<file path="src/rtl/register_write_arbiter_if.sv">
// Bus between pipeline, scoreboard/arbiter and register file write port.
// Ports: ALU/load write handshakes, load issue, decode query, RF write.
interface register_write_arbiter_if #(
   parameter int AW = 5,
   parameter int DW = 32
);
   logic          alu_valid;
   logic [AW-1:0] alu_rd;
   logic [DW-1:0] alu_data;
   logic          alu_ready;
   logic          ld_valid;
   logic [AW-1:0] ld_rd;
   logic [DW-1:0] ld_data;
   logic          ld_ready;
   logic          issue_ld;
   logic [AW-1:0] issue_ld_rd;
   logic [AW-1:0] q_rs1;
   logic [AW-1:0] q_rs2;
   logic [AW-1:0] q_rd;
   logic          hazard;
   logic [AW:0]   pending_count;
   logic [AW-1:0] rd;
   logic          rd_write_enable;
   logic [DW-1:0] rd_data_in;

   modport master (
      output alu_valid, alu_rd, alu_data,
      output ld_valid, ld_rd, ld_data,
      output issue_ld, issue_ld_rd,
      output q_rs1, q_rs2, q_rd,
      input  alu_ready, ld_ready, hazard,
      input  pending_count,
      input  rd, rd_write_enable, rd_data_in
   );

   modport slave (
      input  alu_valid, alu_rd, alu_data,
      input  ld_valid, ld_rd, ld_data,
      input  issue_ld, issue_ld_rd,
      input  q_rs1, q_rs2, q_rd,
      output alu_ready, ld_ready, hazard,
      output pending_count,
      output rd, rd_write_enable, rd_data_in
   );
endinterface

</file>
<file path="src/rtl/register_write_arbiter.sv">
// Arbitrates the RF write port between ALU and load return, with a
// load scoreboard for decode hazards. Ports: clk, rst_n, bus (slave).
module register_write_arbiter #(
   parameter int AddressBitWidth = 5,
   parameter int DataBitWidth    = 32,
   parameter int StarveLimit     = 3
) (
   input logic                     clk,
   input logic                     rst_n,
   register_write_arbiter_if.slave bus
);
   localparam int NReg = 2 ** AddressBitWidth;
   localparam int CW =
      (StarveLimit < 1) ? 1 : $clog2(StarveLimit + 1);
   localparam logic [CW-1:0] Lim = CW'(StarveLimit);

   logic [NReg-1:0]            r_pending;
   logic [NReg-1:0]            w_pend_nxt;
   logic [CW-1:0]              r_wait_cnt;
   logic [CW-1:0]              w_wait_nxt;
   logic [AddressBitWidth:0]   r_count;
   logic [AddressBitWidth:0]   w_count_nxt;
   logic                       w_force;
   logic                       w_alu_gnt;
   logic                       w_ld_gnt;
   logic [AddressBitWidth-1:0] w_rd;
   logic [DataBitWidth-1:0]    w_data;

   // Starved load overrides ALU priority for one cycle.
   assign w_force   = bus.ld_valid && (r_wait_cnt == Lim);
   assign w_ld_gnt  = rst_n && bus.ld_valid &&
                      (!bus.alu_valid || w_force);
   assign w_alu_gnt = rst_n && bus.alu_valid && !w_force;

   assign bus.alu_ready = !w_force;
   assign bus.ld_ready  = w_ld_gnt;

   always_comb begin
      w_rd   = '0;
      w_data = '0;
      unique case (1'b1)
         w_ld_gnt: begin
            w_rd   = bus.ld_rd;
            w_data = bus.ld_data;
         end
         w_alu_gnt: begin
            w_rd   = bus.alu_rd;
            w_data = bus.alu_data;
         end
         default: begin
            w_rd   = '0;
            w_data = '0;
         end
      endcase
   end

   assign bus.rd              = w_rd;
   assign bus.rd_data_in      = w_data;
   assign bus.rd_write_enable =
      (w_ld_gnt || w_alu_gnt) && (w_rd != '0);

   always_comb begin
      w_wait_nxt = r_wait_cnt;
      if (!bus.ld_valid || w_ld_gnt)
         w_wait_nxt = '0;
      else if (r_wait_cnt != Lim)
         w_wait_nxt = r_wait_cnt + 1'b1;
   end

   // Set after clear so a same-cycle reissue keeps the bit.
   always_comb begin
      w_pend_nxt = r_pending;
      if (w_ld_gnt)
         w_pend_nxt[bus.ld_rd] = 1'b0;
      if (bus.issue_ld)
         w_pend_nxt[bus.issue_ld_rd] = 1'b1;
      w_pend_nxt[0] = 1'b0;
   end

   always_comb begin
      w_count_nxt = '0;
      for (int i = 0; i < NReg; i++)
         w_count_nxt = w_count_nxt +
            {{AddressBitWidth{1'b0}}, w_pend_nxt[i]};
   end

   always_ff @(posedge clk or negedge rst_n) begin
      if (!rst_n) begin
         r_pending  <= '0;
         r_wait_cnt <= '0;
         r_count    <= '0;
      end else begin
         r_pending  <= w_pend_nxt;
         r_wait_cnt <= w_wait_nxt;
         r_count    <= w_count_nxt;
      end
   end

   assign bus.pending_count = r_count;
   assign bus.hazard = r_pending[bus.q_rs1] |
                       r_pending[bus.q_rs2] |
                       r_pending[bus.q_rd];

`ifndef SYNTHESIS
   always_ff @(posedge clk) begin
      if (w_ld_gnt && bus.ld_rd != '0 &&
          !r_pending[bus.ld_rd])
         $display("register_write_arbiter: warning, %s x%0d",
                  "load return without pending issue to",
                  bus.ld_rd);
   end
`endif
endmodule

</file>
<file path="src/flat_wrapper.sv">
// flat-port wrapper written by rule: the top's interface ports become plain ports
module register_write_arbiter_flat 
#(
   parameter int AddressBitWidth = 5,
   parameter int DataBitWidth    = 32,
   parameter int StarveLimit     = 3
)
  (clk, rst_n, bus_alu_valid, bus_alu_rd, bus_alu_data, bus_ld_valid, bus_ld_rd, bus_ld_data, bus_issue_ld, bus_issue_ld_rd, bus_q_rs1, bus_q_rs2, bus_q_rd, bus_alu_ready, bus_ld_ready, bus_hazard, bus_pending_count, bus_rd, bus_rd_write_enable, bus_rd_data_in);
  register_write_arbiter_if #(.AW(5), .DW(32)) bus_i ();
  input logic clk;
  input logic rst_n;
  input wire logic [$bits(bus_i.alu_valid)-1:0] bus_alu_valid;
  input wire logic [$bits(bus_i.alu_rd)-1:0] bus_alu_rd;
  input wire logic [$bits(bus_i.alu_data)-1:0] bus_alu_data;
  input wire logic [$bits(bus_i.ld_valid)-1:0] bus_ld_valid;
  input wire logic [$bits(bus_i.ld_rd)-1:0] bus_ld_rd;
  input wire logic [$bits(bus_i.ld_data)-1:0] bus_ld_data;
  input wire logic [$bits(bus_i.issue_ld)-1:0] bus_issue_ld;
  input wire logic [$bits(bus_i.issue_ld_rd)-1:0] bus_issue_ld_rd;
  input wire logic [$bits(bus_i.q_rs1)-1:0] bus_q_rs1;
  input wire logic [$bits(bus_i.q_rs2)-1:0] bus_q_rs2;
  input wire logic [$bits(bus_i.q_rd)-1:0] bus_q_rd;
  output wire logic [$bits(bus_i.alu_ready)-1:0] bus_alu_ready;
  output wire logic [$bits(bus_i.ld_ready)-1:0] bus_ld_ready;
  output wire logic [$bits(bus_i.hazard)-1:0] bus_hazard;
  output wire logic [$bits(bus_i.pending_count)-1:0] bus_pending_count;
  output wire logic [$bits(bus_i.rd)-1:0] bus_rd;
  output wire logic [$bits(bus_i.rd_write_enable)-1:0] bus_rd_write_enable;
  output wire logic [$bits(bus_i.rd_data_in)-1:0] bus_rd_data_in;
  assign bus_i.alu_valid = bus_alu_valid;
  assign bus_i.alu_rd = bus_alu_rd;
  assign bus_i.alu_data = bus_alu_data;
  assign bus_i.ld_valid = bus_ld_valid;
  assign bus_i.ld_rd = bus_ld_rd;
  assign bus_i.ld_data = bus_ld_data;
  assign bus_i.issue_ld = bus_issue_ld;
  assign bus_i.issue_ld_rd = bus_issue_ld_rd;
  assign bus_i.q_rs1 = bus_q_rs1;
  assign bus_i.q_rs2 = bus_q_rs2;
  assign bus_i.q_rd = bus_q_rd;
  assign bus_alu_ready = bus_i.alu_ready;
  assign bus_ld_ready = bus_i.ld_ready;
  assign bus_hazard = bus_i.hazard;
  assign bus_pending_count = bus_i.pending_count;
  assign bus_rd = bus_i.rd;
  assign bus_rd_write_enable = bus_i.rd_write_enable;
  assign bus_rd_data_in = bus_i.rd_data_in;
  register_write_arbiter #(.AddressBitWidth(AddressBitWidth), .DataBitWidth(DataBitWidth), .StarveLimit(StarveLimit)) u_core (.clk(clk), .rst_n(rst_n), .bus(bus_i));
endmodule
</file>
<file path="config.mk">
export PLATFORM = sky130hd
export DESIGN_NAME = register_write_arbiter_flat
export DESIGN_NICKNAME = d
export VERILOG_FILES = /design/src/rtl/register_write_arbiter_if.sv /design/src/rtl/register_write_arbiter.sv /design/src/flat_wrapper.sv
export SDC_FILE = /design/constraint.sdc
export NUM_CORES = 1
export LEC_CHECK = 0
export CAP_MARGIN = 15
export CELL_PAD_IN_SITES_DETAIL_PLACEMENT = 1
export CELL_PAD_IN_SITES_GLOBAL_PLACEMENT = 2
export CORE_UTILIZATION = 28
export CTS_CLUSTER_DIAMETER = 50
export CTS_CLUSTER_SIZE = 10
export DETAILED_ROUTE_END_ITERATION = 8
export PLACE_DENSITY_LB_ADDON = 0.08
export SLEW_MARGIN = 40
export SYNTH_ARGS = -nofsm -noshare
export SYNTH_HDL_FRONTEND = slang
export SYNTH_SLANG_ARGS = --single-unit
</file>
<file path="constraint.sdc">
create_clock -name clk -period 9 [get_ports clk]
set_clock_uncertainty 0.1 [all_clocks]
set_input_delay 1.35 -clock clk [delete_from_list [all_inputs] [get_ports clk]]
set_output_delay 1.35 -clock clk [all_outputs]
set_load 0.05 [all_outputs]
</file>
==> flow_summary.yaml <==
grt:
  antenna_found_initial: 0
  grt_util_all_layers_pct: 21.3
  grt_pass1_vias: 4016
  grt_start_max_net_pins: 43
  overflow: 0
  grt_first_pass_wirelength_um: 22900
synthesis:
  syn_inst: 394
  ys_seq_area_share_pct: 25.7
  syn_area_mm2: 0.00380
  ys_ff_latch: 39
  synth_edf_count: 0
  avgSynthCellArea_um2: 9.64
  ys_types: 45
  synth_warnings: 0
  async_reset_ff_share_pct: 100
  synth_nets: 526
  ys.flop_type: "dfrtp_1"
clock_network:
  cts_root_buffer: "clkbuf_16"
  path_clk_slew_ns: 0.06
  cts_setup_buffers: 0
  cts_tree: "done"
  cts_resized: 0
  worstSkewPairLatency_ns: 0.28
  htreeDepth: 2
  clockBufferDepth: 2
  cts_sinks: 39
  cts_buffers: 5
  ctsHoldBuffers: 0
sta:
  worst_pin_slew_ns: 0.800
  holdWs_ns: 0.546
  timing.final.hold_violations: 0
  fin_crit_ns: 7.71
  timing.fmax_mhz: 130
  rsz0062_at_grt: "false"
  finalSetupTns_ns: 0
  setup_viol: 0
  maxSlewViolCount: 0
  finalCritPeriodShare_pct: 85.6
  max_slew_margin_pct: 46.5
floorplanning:
  initial_core_util_pct: 28.7
  rows: 42
  io_pins: 146
  core_area_mm2: 0.0132
  die_area_mm2: 0.0140
  fp.dieH_um: 118
  die_x_um: 118
setup_path:
  critPathBufInv: 5
  cpLargestDelayFamily: "adder cells"
  rr_startpoint: "u_core.r_wait_cnt[0]$_DFFE_PN0P_"
  startpoint: "bus_alu_valid"
  critPathSlowestCell: "and3_1"
  critPathMaxStageDelay_ns: 0.66
  cp_cell_sequence: "clkdlybuf4s50_1 -> nand2b_1 -> and3_1 -> nand3b_1 -> o21ai_0 -> o21ai_0 -> ha_1 -> inv_1 -> fa_1 -> fa_1 -> fa_1 -> fa_1 -> inv_1 -> fa_1 -> fa_1 -> ha_1 -> inv_1 -> fa_1 -> inv_1 -> a21o_1 -> a21oi_1 -> xnor2_1"
  cp-start-kind: "input port"
  arrival_ns: 7.77
  end_kind: "register"
  crit_type: "input port to register"
  path_max_fanout: 19
  crit_top_cell: "fa_1"
  required_ns: 9.07
power_and_ir_drop:
  ir_worst_vdd_uv: 1470
  p_per_area_mw_per_mm2: 485
  p_leak_nw: 2.22
final_layout:
  n_antenna_cell: 0
  final_cell_mix: "clkdlybuf4s50_1 (144), o21ai_0 (61), dfrtp_1 (39)"
  drive_gt1_share_pct: 5.54
  nFillCells: 1528
  final_common_cell: "clkdlybuf4s50_1"
  syn2layout_area_growth_pct: 46.1
  multi_input_area_mm2: 0.00256
  final-seq-area_um2: 976
  nets: 654
min_path:
  hold_class: "register to register"
  hold_start: "u_core.r_pending[24]$_DFF_PN0_"
drt:
  route.detailed.drc: 0
  ant_nets: 0
  drt-vias-per-instance: 5.25
  wire_per_inst_um: 20.3
  first_pass_iters: 4
  route.vias.total: 3667
  drtIter0Drc: 170
  wl_um: 14200
placement:
  dp_hpwl_um: 11600
  port_buffers: 145
  gp_congestion: 0.805
flow_run:
  maxCapViolCount: 0
run_status:
  outcome: "finished clean"
[state kept, by name, indices dropped and copies added (netlist names)]
name	count
u_core.bus.pending_count	6
u_core.r_wait_cnt	2
u_core.r_pending	31
[final cells by class]
type	count	area share [%]
clock buffer	6	2.32
clock inverter	2	1.08
inverter	35	2.37
multi-input combinational	293	46.2
sequential	39	17.6
tap	176	3.97
timing repair buffer	148	26.5
[worst reg2reg max path, cell delays in order, from the launching register on]
cell and delay, ns:
dfrtp_1 0.39, ha_1 0.26, nand2b_1 0.14, and3_1 0.66
nand3b_1 0.40, o21ai_0 0.25, o21ai_0 0.16, ha_1 0.32
inv_1 0.05, fa_1 0.46, fa_1 0.49, fa_1 0.51
fa_1 0.55, inv_1 0.05, fa_1 0.47, fa_1 0.53
ha_1 0.19, inv_1 0.06, fa_1 0.39, inv_1 0.07
a21o_1 0.10, a21oi_1 0.07, xnor2_1 0.12
[power breakdown]
part,total (W),internal (W),switching (W)
registers,0.000322,0.000271,0.0000509
logic,0.00214,0.00101,0.00113
clock network,0.000230,0.000159,0.0000710
total,0.00269,0.00144,0.00125
[final timing paths]
check                                                              to  slack, ns  cells past startpoint
worst max-delay path            u_core.bus.pending_count[4]$_DFF_PN0_       1.29                     22
worst min-delay path                   u_core.r_pending[24]$_DFF_PN0_       0.55                      2
worst max register to register  u_core.bus.pending_count[4]$_DFF_PN0_       2.10                     22
worst min register to register         u_core.r_pending[24]$_DFF_PN0_       0.55                      2
max in group asynchronous              u_core.r_pending[24]$_DFF_PN0_       7.34                      2
min in group asynchronous       u_core.bus.pending_count[2]$_DFF_PN0_       1.09                      2
[Yosys cell counts, types with 4 or more instances]
library cell / number / area, µm²
a21oi_1: 5 / 25.0
a22o_1: 37 / 324
clkbuf_1: 18 / 67.6
dfrtp_1: 39 / 976
fa_1: 23 / 460
ha_1: 10 / 125
inv_1: 35 / 131
mux2i_1: 19 / 190
mux4_2: 10 / 225
nand2_1: 15 / 56.3
nand3_1: 9 / 45.0
nand3b_1: 10 / 75.1
nand4_1: 6 / 37.5
nand4b_1: 4 / 35.0
nor2_1: 11 / 41.3
nor2b_1: 7 / 43.8
o21a_1: 20 / 150
o21ai_0: 61 / 305
o31ai_1: 4 / 30.0
or3_1: 4 / 25.0
or3b_2: 4 / 35.0
[layer usage]
layer  up-vias  GRT usage (%)  part of all wire, %
li1       1708              -                    -
met1      1843           26.4                   41
met2        92           37.4                   52
met3        24           3.76                  3.9
met4         0           6.33                  2.3
met5         -              0                    0
[cells by family after synthesis]
group                      after synthesis  share of synthesized area (%)
and+or+nand+nor                         83                           12.8
xor gates and xnor gates                 4                          0.922
buffers and inverters                   62                           6.82
muxes                                   35                           13.9
DFF                                     39                           25.7
AOI/OAI and AO/OA                      138                           24.5
adders and majority gates               33                           15.4
[per-stage QoR]
stage,cells,utilization (%),area [µm²],worst slack (ns),total power [W]
after floorplan,394,-,3800,2.27,0.00199
after global placement,691,40.5,5360,1.10,0.00247
after detailed placement,691,40.5,5360,0.969,0.00254
after CTS,699,41.9,5550,1.24,0.00279
after global routing,699,41.9,5550,0.804,0.00309
final,699,41.9,5550,1.29,0.00269
No activity file was read; power rests on OpenSTA's default activity.
